<file path="src/rtl/requant_pipeline_pkg.sv">
// Shared NPU requantization definitions: out_mode encodings, table field widths
// and the shift-limit helper used when a channel entry is written.
package requant_pipeline_pkg;

  localparam int DATA_WIDTH  = 32;
  localparam int SCALE_WIDTH = 16;
  localparam int SHIFT_W     = 6;

  typedef enum logic [1:0] {
    QMODE_INT8     = 2'd0,
    QMODE_INT16    = 2'd1,
    QMODE_FULL     = 2'd2,
    QMODE_FULL_ALT = 2'd3
  } qmode_e;

  typedef struct packed {
    logic signed [SCALE_WIDTH-1:0] scale;
    logic        [SHIFT_W-1:0]     shift;
    logic signed [DATA_WIDTH-1:0]  zp;
  } ch_entry_t;

  // Largest useful right shift: beyond this the rounded product is always 0 or -1.
  function automatic int shift_limit(input int data_w, input int scale_w);
    return data_w + scale_w - 2;
  endfunction

endpackage

</file>
<file path="src/rtl/requant_sat.sv">
// Combinational clamp of the widened requantized value to the range selected
// by out_mode; the saturation flag exists only when REQUANT_STATS_EN is defined.
module requant_sat #(
  parameter int DATA_WIDTH = 32,
  parameter int RW         = 49
) (
  input  logic signed [RW-1:0]         i_r,
  input  logic        [1:0]            i_mode,
`ifdef REQUANT_STATS_EN
  output logic                         o_sat,
`endif
  output logic signed [DATA_WIDTH-1:0] o_data
);
  import requant_pipeline_pkg::*;

  logic signed [DATA_WIDTH-1:0] w_max;
  logic signed [DATA_WIDTH-1:0] w_min;
  logic signed [RW-1:0]         w_max_ext;
  logic signed [RW-1:0]         w_min_ext;
  logic                         w_over;
  logic                         w_under;

  // Two's complement bounds are symmetric under inversion: min = ~max.
  always_comb begin
    w_max = {1'b0, {(DATA_WIDTH-1){1'b1}}};
    case (i_mode)
      QMODE_INT8:  w_max = DATA_WIDTH'(127);
      QMODE_INT16: w_max = DATA_WIDTH'(32767);
      default:     w_max = {1'b0, {(DATA_WIDTH-1){1'b1}}};
    endcase
    w_min = ~w_max;
  end

  assign w_max_ext = {{(RW-DATA_WIDTH){w_max[DATA_WIDTH-1]}}, w_max};
  assign w_min_ext = {{(RW-DATA_WIDTH){w_min[DATA_WIDTH-1]}}, w_min};
  assign w_over    = i_r > w_max_ext;
  assign w_under   = i_r < w_min_ext;

  assign o_data = w_over  ? w_max :
                  w_under ? w_min : i_r[DATA_WIDTH-1:0];

`ifdef REQUANT_STATS_EN
  assign o_sat = w_over | w_under;
`endif

endmodule

</file>
<file path="src/rtl/requant_pipeline.sv">
// Three-stage per-channel requantizer (scale, round-shift, offset, saturate) with
// a global valid/ready stall. Define REQUANT_STATS_EN to add the sat_count port.
module requant_pipeline #(
  parameter int DATA_WIDTH  = requant_pipeline_pkg::DATA_WIDTH,
  parameter int SCALE_WIDTH = requant_pipeline_pkg::SCALE_WIDTH,
  parameter int NUM_CH      = 16,
  parameter int CH_W        = $clog2(NUM_CH),
  parameter int SHIFT_W     = requant_pipeline_pkg::SHIFT_W
) (
  input  logic                   clk,
  input  logic                   rst,
  input  logic                   cfg_we,
  input  logic [CH_W-1:0]        cfg_ch,
  input  logic [SCALE_WIDTH-1:0] cfg_scale,
  input  logic [SHIFT_W-1:0]     cfg_shift,
  input  logic [DATA_WIDTH-1:0]  cfg_zp,
  input  logic [1:0]             out_mode,
  input  logic [DATA_WIDTH-1:0]  in_data,
  input  logic [CH_W-1:0]        in_ch,
  input  logic                   in_valid,
  output logic                   in_ready,
  output logic [DATA_WIDTH-1:0]  out_data,
  output logic                   out_valid,
  input  logic                   out_ready,
`ifdef REQUANT_STATS_EN
  output logic [31:0]            sat_count,
`endif
  output logic                   busy
);
  import requant_pipeline_pkg::*;

  localparam int PW        = DATA_WIDTH + SCALE_WIDTH;
  localparam int RW        = PW + 1;
  localparam int SHIFT_MAX = shift_limit(DATA_WIDTH, SCALE_WIDTH);

  typedef struct packed {
    logic signed [SCALE_WIDTH-1:0] scale;
    logic        [SHIFT_W-1:0]     shift;
    logic signed [DATA_WIDTH-1:0]  zp;
  } entry_t;

  entry_t r_table [NUM_CH];

  logic                         w_en;
  entry_t                       w_entry;
  logic        [SHIFT_W-1:0]    w_cfg_shift;
  logic signed [PW-1:0]         w_in_ext;
  logic signed [PW-1:0]         w_scale_ext;
  logic signed [PW-1:0]         w_prod;

  logic                         r_v1;
  logic signed [PW-1:0]         r_prod1;
  logic        [SHIFT_W-1:0]    r_shift1;
  logic signed [DATA_WIDTH-1:0] r_zp1;
  logic        [1:0]            r_mode1;

  logic signed [RW-1:0]         w_prod_ext;
  logic signed [RW-1:0]         w_rnd;
  logic signed [RW-1:0]         w_sum;
  logic signed [RW-1:0]         w_shr;
  logic signed [RW-1:0]         w_zp_ext;
  logic signed [RW-1:0]         w_r;

  logic                         r_v2;
  logic signed [RW-1:0]         r_r2;
  logic        [1:0]            r_mode2;

  logic signed [DATA_WIDTH-1:0] w_clamped;
  logic                         r_v3;
  logic        [DATA_WIDTH-1:0] r_data3;

  // One enable for every stage: the pipe only moves when the output can drain.
  assign w_en     = !r_v3 || out_ready;
  assign in_ready = w_en;

  assign w_cfg_shift = (int'(cfg_shift) > SHIFT_MAX) ? SHIFT_W'(SHIFT_MAX) : cfg_shift;

  always_ff @(posedge clk) begin
    if (rst) begin
      for (int i = 0; i < NUM_CH; i++) begin
        r_table[i] <= '{scale: SCALE_WIDTH'(1), shift: '0, zp: '0};
      end
    end else if (cfg_we) begin
      r_table[cfg_ch] <= '{scale: cfg_scale, shift: w_cfg_shift, zp: cfg_zp};
    end
  end

  // The lookup reads the pre-edge table, so a same-cycle write is seen only by later beats.
  assign w_entry     = r_table[in_ch];
  assign w_in_ext    = {{SCALE_WIDTH{in_data[DATA_WIDTH-1]}}, in_data};
  assign w_scale_ext = {{DATA_WIDTH{w_entry.scale[SCALE_WIDTH-1]}}, w_entry.scale};
  assign w_prod      = w_in_ext * w_scale_ext;

  always_ff @(posedge clk) begin
    if (rst) begin
      r_v1     <= 1'b0;
      r_prod1  <= '0;
      r_shift1 <= '0;
      r_zp1    <= '0;
      r_mode1  <= '0;
    end else if (w_en) begin
      r_v1     <= in_valid;
      r_prod1  <= w_prod;
      r_shift1 <= w_entry.shift;
      r_zp1    <= w_entry.zp;
      r_mode1  <= out_mode;
    end
  end

  assign w_prod_ext = {r_prod1[PW-1], r_prod1};
  assign w_rnd      = (r_shift1 != '0) ? (RW'(1) << (r_shift1 - SHIFT_W'(1))) : '0;
  assign w_sum      = w_prod_ext + w_rnd;
  assign w_shr      = w_sum >>> r_shift1;
  assign w_zp_ext   = {{(RW-DATA_WIDTH){r_zp1[DATA_WIDTH-1]}}, r_zp1};
  assign w_r        = w_shr + w_zp_ext;

  always_ff @(posedge clk) begin
    if (rst) begin
      r_v2    <= 1'b0;
      r_r2    <= '0;
      r_mode2 <= '0;
    end else if (w_en) begin
      r_v2    <= r_v1;
      r_r2    <= w_r;
      r_mode2 <= r_mode1;
    end
  end

`ifdef REQUANT_STATS_EN
  logic w_sat;
  logic r_sat3;
  logic [31:0] r_sat_count;

  requant_sat #(
    .DATA_WIDTH (DATA_WIDTH),
    .RW         (RW)
  ) u_sat (
    .i_r    (r_r2),
    .i_mode (r_mode2),
    .o_sat  (w_sat),
    .o_data (w_clamped)
  );

  always_ff @(posedge clk) begin
    if (rst) begin
      r_sat3 <= 1'b0;
    end else if (w_en) begin
      r_sat3 <= w_sat;
    end
  end

  always_ff @(posedge clk) begin
    if (rst) begin
      r_sat_count <= '0;
    end else if (r_v3 && out_ready && r_sat3) begin
      r_sat_count <= r_sat_count + 32'd1;
    end
  end

  assign sat_count = r_sat_count;
`else
  requant_sat #(
    .DATA_WIDTH (DATA_WIDTH),
    .RW         (RW)
  ) u_sat (
    .i_r    (r_r2),
    .i_mode (r_mode2),
    .o_data (w_clamped)
  );
`endif

  always_ff @(posedge clk) begin
    if (rst) begin
      r_v3    <= 1'b0;
      r_data3 <= '0;
    end else if (w_en) begin
      r_v3    <= r_v2;
      r_data3 <= w_clamped;
    end
  end

  assign out_valid = r_v3;
  assign out_data  = r_data3;
  assign busy      = r_v1 | r_v2 | r_v3;

endmodule

</file>
<file path="config.mk">
export PLATFORM = sky130hd
export DESIGN_NAME = requant_pipeline
export DESIGN_NICKNAME = d
export VERILOG_FILES = /design/src/rtl/requant_pipeline_pkg.sv /design/src/rtl/requant_sat.sv /design/src/rtl/requant_pipeline.sv
export SDC_FILE = /design/constraint.sdc
export NUM_CORES = 2
export LEC_CHECK = 0
export BUFFER_PORTS_ARGS = -buffer_cell sky130_fd_sc_hd__buf_2
export CAP_MARGIN = 20
export CORE_UTILIZATION = 55
export DETAILED_ROUTE_END_ITERATION = 10
export MAX_ROUTING_LAYER = met4
export PLACE_DENSITY = 0.71
export SLEW_MARGIN = 25
export SYNTH_ARGS = -nofsm -noshare
export SYNTH_HDL_FRONTEND = slang
export SYNTH_SLANG_ARGS = --single-unit
</file>
<file path="constraint.sdc">
create_clock -name clk -period 18.8 [get_ports clk]
set_input_delay 3.76 -clock clk [delete_from_list [all_inputs] [get_ports clk]]
set_output_delay 3.76 -clock clk [all_outputs]
set_load 0.1 [all_outputs]
</file>
### Word level (Yosys, flattened, before mapping)

Memory sizes are Yosys's and may differ from the RTL's.
Index checks and enable logic that the tools add are counted.

* memory bits (writable): 864
* register bits after elaboration: 174
* word-level logic and storage cells: 42
* memories kept: 1
* input port bits: 101

* equality and inequality tests: 1
* add/subtract/negate cells: 3
* bitwise operators: 3
* order comparisons: 3
* shift operators: 2
* muxes and demuxes: 13
* multipliers: 1
* reductions and logical operators: 5

Memories
* r_table: depth 16, width 54, rd ports 1, clocked after memory_dff 0, wr ports 16, RTL line requant_pipeline.sv:42 `entry_t r_table [NUM_CH];`

Operators by type and width (count)
* $mux 32: 2
* $pmux 31 s2: 1
* $mux 54: 1
* $reduce_or 54->1: 1
* $add 48x49->49: 1
* $add 49x32->49: 1
* $gt 49x32->1: 1
* $lt 49x32->1: 1
* $mux 49: 1
* $shl 1x6->49 const A: 1
* $sshr 49x6->49: 1
* $mul 32x16->48: 1
* $not 31->32: 1
* $gt 6x6->1 const B: 1
* $mux 1: 6
* $mux 6: 1
* $reduce_bool 6->1: 1
* $sub 6x1->6 const B: 1
* $mux 4: 1
* $eq 2x1->1 const B: 1
* $logic_not 2->1: 1
* $or 1x1->1: 2
* $logic_not 1->1: 1
* $logic_or 1x1->1: 1

### Longest topological paths before layout

* depth in word-level cells: 6
* depth in mapped cells: 37

### Cells and area by module

From an unflattened synthesis, not the netlist that was laid out.

* cell total of the unflattened synthesis: 6800
* area total of the unflattened synthesis: 74116.1 um^2

Modules (own cells, without submodules)
* requant_pipeline: cells an instance 6568, area an instance 72296.8 um^2, instances 1, seq. area each 29428.2 um^2
* requant_sat: cells an instance 232, area an instance 1819.2 um^2, instances 1, seq. area each 0.0 um^2

### Worst setup path after synthesis

OpenSTA, ideal clock, no wires.

* path kind: input-to-reg
* start: in in_ch[0]
* end: reg r_prod1[44]
* required time: 18.678 ns
* buffers on the path: 3
* cell stages on the path: 29
* setup slack: 6.685 ns
* arrival: 11.993 ns
* path through: clkbuf_1 -> buf_1 -> mux4_2 -> mux4_2 -> clkbuf_1 -> and2_1 -> fa_1 -> inv_1 -> fa_1 -> inv_1 -> fa_1 -> inv_1 -> fa_1 -> fa_1 -> fa_1 -> inv_1 -> ha_1 -> a2111oi_0 -> o31ai_1 -> a21oi_1 -> o21ai_0 -> a211oi_1 -> o21ai_0 -> a311oi_1 -> o31ai_1 -> o21a_1 -> a41o_1 -> mux2_2 -> a311o_1

* word-level cells in the longest chain between the ends: 2

Ends and longest elaborated chain
* start, declared: RTL line requant_pipeline.sv:19 `input logic [CH_W-1:0] in_ch,`
* $mem_v2 16x54
* $mul 32x16->48: RTL line requant_pipeline.sv:92 `assign w_prod = w_in_ext * w_scale_ext;`
* end signal, assigned: RTL line requant_pipeline.sv:103 `r_prod1 <= w_prod;`
* end, declared: RTL line requant_pipeline.sv:52 `logic signed [PW-1:0] r_prod1;`

Every way passes these cells.
A chain may end at the register's enable or synchronous reset.

### Final worst setup path

* start: in in_ch[1]
* end: reg r_prod1[44]

Same word-level chain as after synthesis.

==> out/summary.json <==
{
  "outcome": {
    "result_of_the_run": "finished clean"
  },
  "final_layout": {
    "drive_gt1_share_pct": 11.9,
    "final_nets": 7167,
    "post-route-util_pct": 59.7,
    "areaGrowthSynthToFinish_pct": 7.36,
    "filler_cell_count": 10600
  },
  "synthesis": {
    "yosysUniqueCellTypes": 88,
    "synth.yosys.seq_area_share_pct": 40.7,
    "ys_ff_latch": 1038,
    "postSynth.asyncResetShare_pct": 0,
    "yosysWarningCount": 0,
    "synthesized_area_per_cell_sq_um": 11.1,
    "post_synth_most_frequent_cells": "864 x edfxtp_1, 721 x nand2_1, 589 x and3_1",
    "synth_top_area_cell": "edfxtp_1",
    "ys_dominant_reg_cell": "edfxtp_1",
    "post-synth-top-count-cell": "edfxtp_1",
    "synthTopCellsByArea": "edfxtp_1 36%, fa_1 14%, mux4_2 8.9%",
    "synth-edff-count": 864,
    "synth_top_cell_area_share_pct": 35.9,
    "syn_nets": 7335,
    "synthesis.area_sq_mm": 0.0723,
    "syn-instance-count": 6488
  },
  "worst_setup_path": {
    "reg2reg_slack_ps": 8720,
    "cpMostUsedCell": "fa_1",
    "startpoint_type": "input pin",
    "cp_slowest_cell": "buf_4",
    "critPathCaptureType": "register",
    "critical_path.max_fanout": 91,
    "cp_data_required_time_ps": 19350,
    "timing_worst_setup_path_type": "in2reg",
    "critical-path-max-stage-delay_ps": 880,
    "critical_path_arrival_ps": 13570
  },
  "sta": {
    "finalSetupTns_ps": 0,
    "timing.final.max_slew_violations": 0,
    "min_period_over_period_pct": 69.2,
    "layout_min_cycle_time_ps": 13010,
    "rsz0062_at_grt": "no",
    "max-slew-margin-rel_pct": 28.1,
    "timing_hold_violations_final": 0,
    "worst-slew-pin-transition_ps": 1070,
    "timing_limited_maximum_frequency_ghz": 0.0768,
    "worst_clock_skew_ps": 64.9,
    "timing.final.setup_violations": 0
  },
  "cts": {
    "post_cts_buffers": 0,
    "numCtsBuffers": 106,
    "tritoncts": "yes",
    "postCtsResizedCells": 0,
    "clock_pin_slew_reported_for_the_worst_setup_and_hold_paths_after_clock_tree_synthesis_ps": 60,
    "ctsHtreeMaxLevel": 3,
    "holdBufCountCts": 0,
    "clock_tree.buffer_depth": 3,
    "clk-insertion-delay-late_ps": 730,
    "clock_tree.root_cell": "clkbuf_16",
    "cts.sinks": 1038
  },
  "global_route": {
    "first_global_vias": 52300,
    "groute.usage.overall_pct": 31.7,
    "overflow_left_after_global_routing": 0,
    "grt_pass1_wl_mm": 311,
    "antenna_violations_before_repair": 18,
    "grt_start_max_net_pins": 188
  },
  "drt": {
    "post_drt_wl_per_cell_um": 24.7,
    "route.final.wire_length_mm": 202,
    "drt_first_pass_iters": 6,
    "num_vias": 51200,
    "first_iter_violations": 5560,
    "detail_route.drc_violations": 0,
    "postRouteAntennaNets": 0,
    "drt-vias-per-instance": 6.27
  },
  "die": {
    "design.core.area_sq_mm": 0.130,
    "pin_count": 136,
    "chipHeight_um": 365,
    "placementRows": 132,
    "die-width_um": 365,
    "die_outline_area_sq_mm": 0.133,
    "initial_core_util_pct": 55.6
  },
  "place": {
    "dpl.hpwl_mm": 128,
    "io_buffer_count": 135,
    "gp_congestion": 0.982
  },
  "job": {
    "cap_viol_max_count": 0
  },
  "hold_path": {
    "hp-class": "reg2reg"
  }
}
[path summary, 6_finish.rpt]
kind | start | end | cells past startpoint
min | out_data[31] | out_data[31] | 2
max reg2reg | r_shift1[3] | r_r2[47] | 32
max | in_ch[1] | r_prod1[44] | 28
min reg2reg | out_data[31] | out_data[31] | 2
[layout make-up]
cell class | count | area (sq um) | share of cell area, %
tap | 1742 | 2180 | 2.81
sequential | 1038 | 29400 | 37.9
clock inverter | 52 | 440 | 0.567
inverter | 535 | 2010 | 2.59
multi-input combinational | 4424 | 39200 | 50.6
clock buffer | 145 | 2930 | 3.77
antenna | 13 | 32.5 | 0.0419
timing repair buffer | 215 | 1350 | 1.74
[layout by cell type, fill, tap and decap left out, types with 64 or more instances in the layout]
master / instances
o21ai_0: 142
nand2_1: 705
a21o_1: 77
mux2i_1: 64
fa_1: 488
ha_1: 258
edfxtp_1: 864
nor2_1: 279
inv_1: 530
dfxtp_1: 171
and3_1: 587
buf_4: 77
a21oi_1: 336
clkbuf_16: 108
buf_2: 130
mux4_2: 287
xnor2_1: 99
and2_1: 390
[metrics by stage]
stage | std cells | area, sq um | hold WS, ps | setup WS, ps
floorplan | 6488 | 72300 | 427 | 6680
global placement | 7953 | 74100 | 437 | 5020
detailed placement | 7953 | 74200 | 446 | 4950
CTS | 8150 | 77500 | 454 | 5620
global route | 8164 | 77600 | 468 | 5270
finish | 8164 | 77600 | 450 | 5790
[routing by layer]
layer	up-vias	part of all wire [%]	GRT usage, %
li1	22600	-	-
met1	25800	40	41.2
met2	2375	49	51.1
met3	423	8.4	4.65
met4	0	3.2	10.6
met5	-	0	-
[critical path, delay by kind of cell]
family,cells,cell delay [ps]
AND/OR/NAND/NOR,3,460
multiplexers,3,940
buffers and inverters,6,1960
AO/OA/AOI/OAI,9,2780
adder cells (fa/ha/maj),7,3470
[cell families after synthesis]
family / share of synthesized area [%]
simple gates: 16.1
flops: 40.7
buf+inv: 5.36
compound gates: 8.03
fa+ha+maj: 18.0
mux: 10.1
xor+xnor: 1.70
[state kept, by name, summed over array words and instances, names as in the netlist, 2 cells and up]
name	count
r_table	864
r_r2	49
r_prod1	48
out_data	32
r_zp1	32
r_shift1	6
r_mode1	2
r_mode2	2
Power is not shown: default switching activity piles up to over one toggle a cycle in this logic, so the estimate is an artifact.
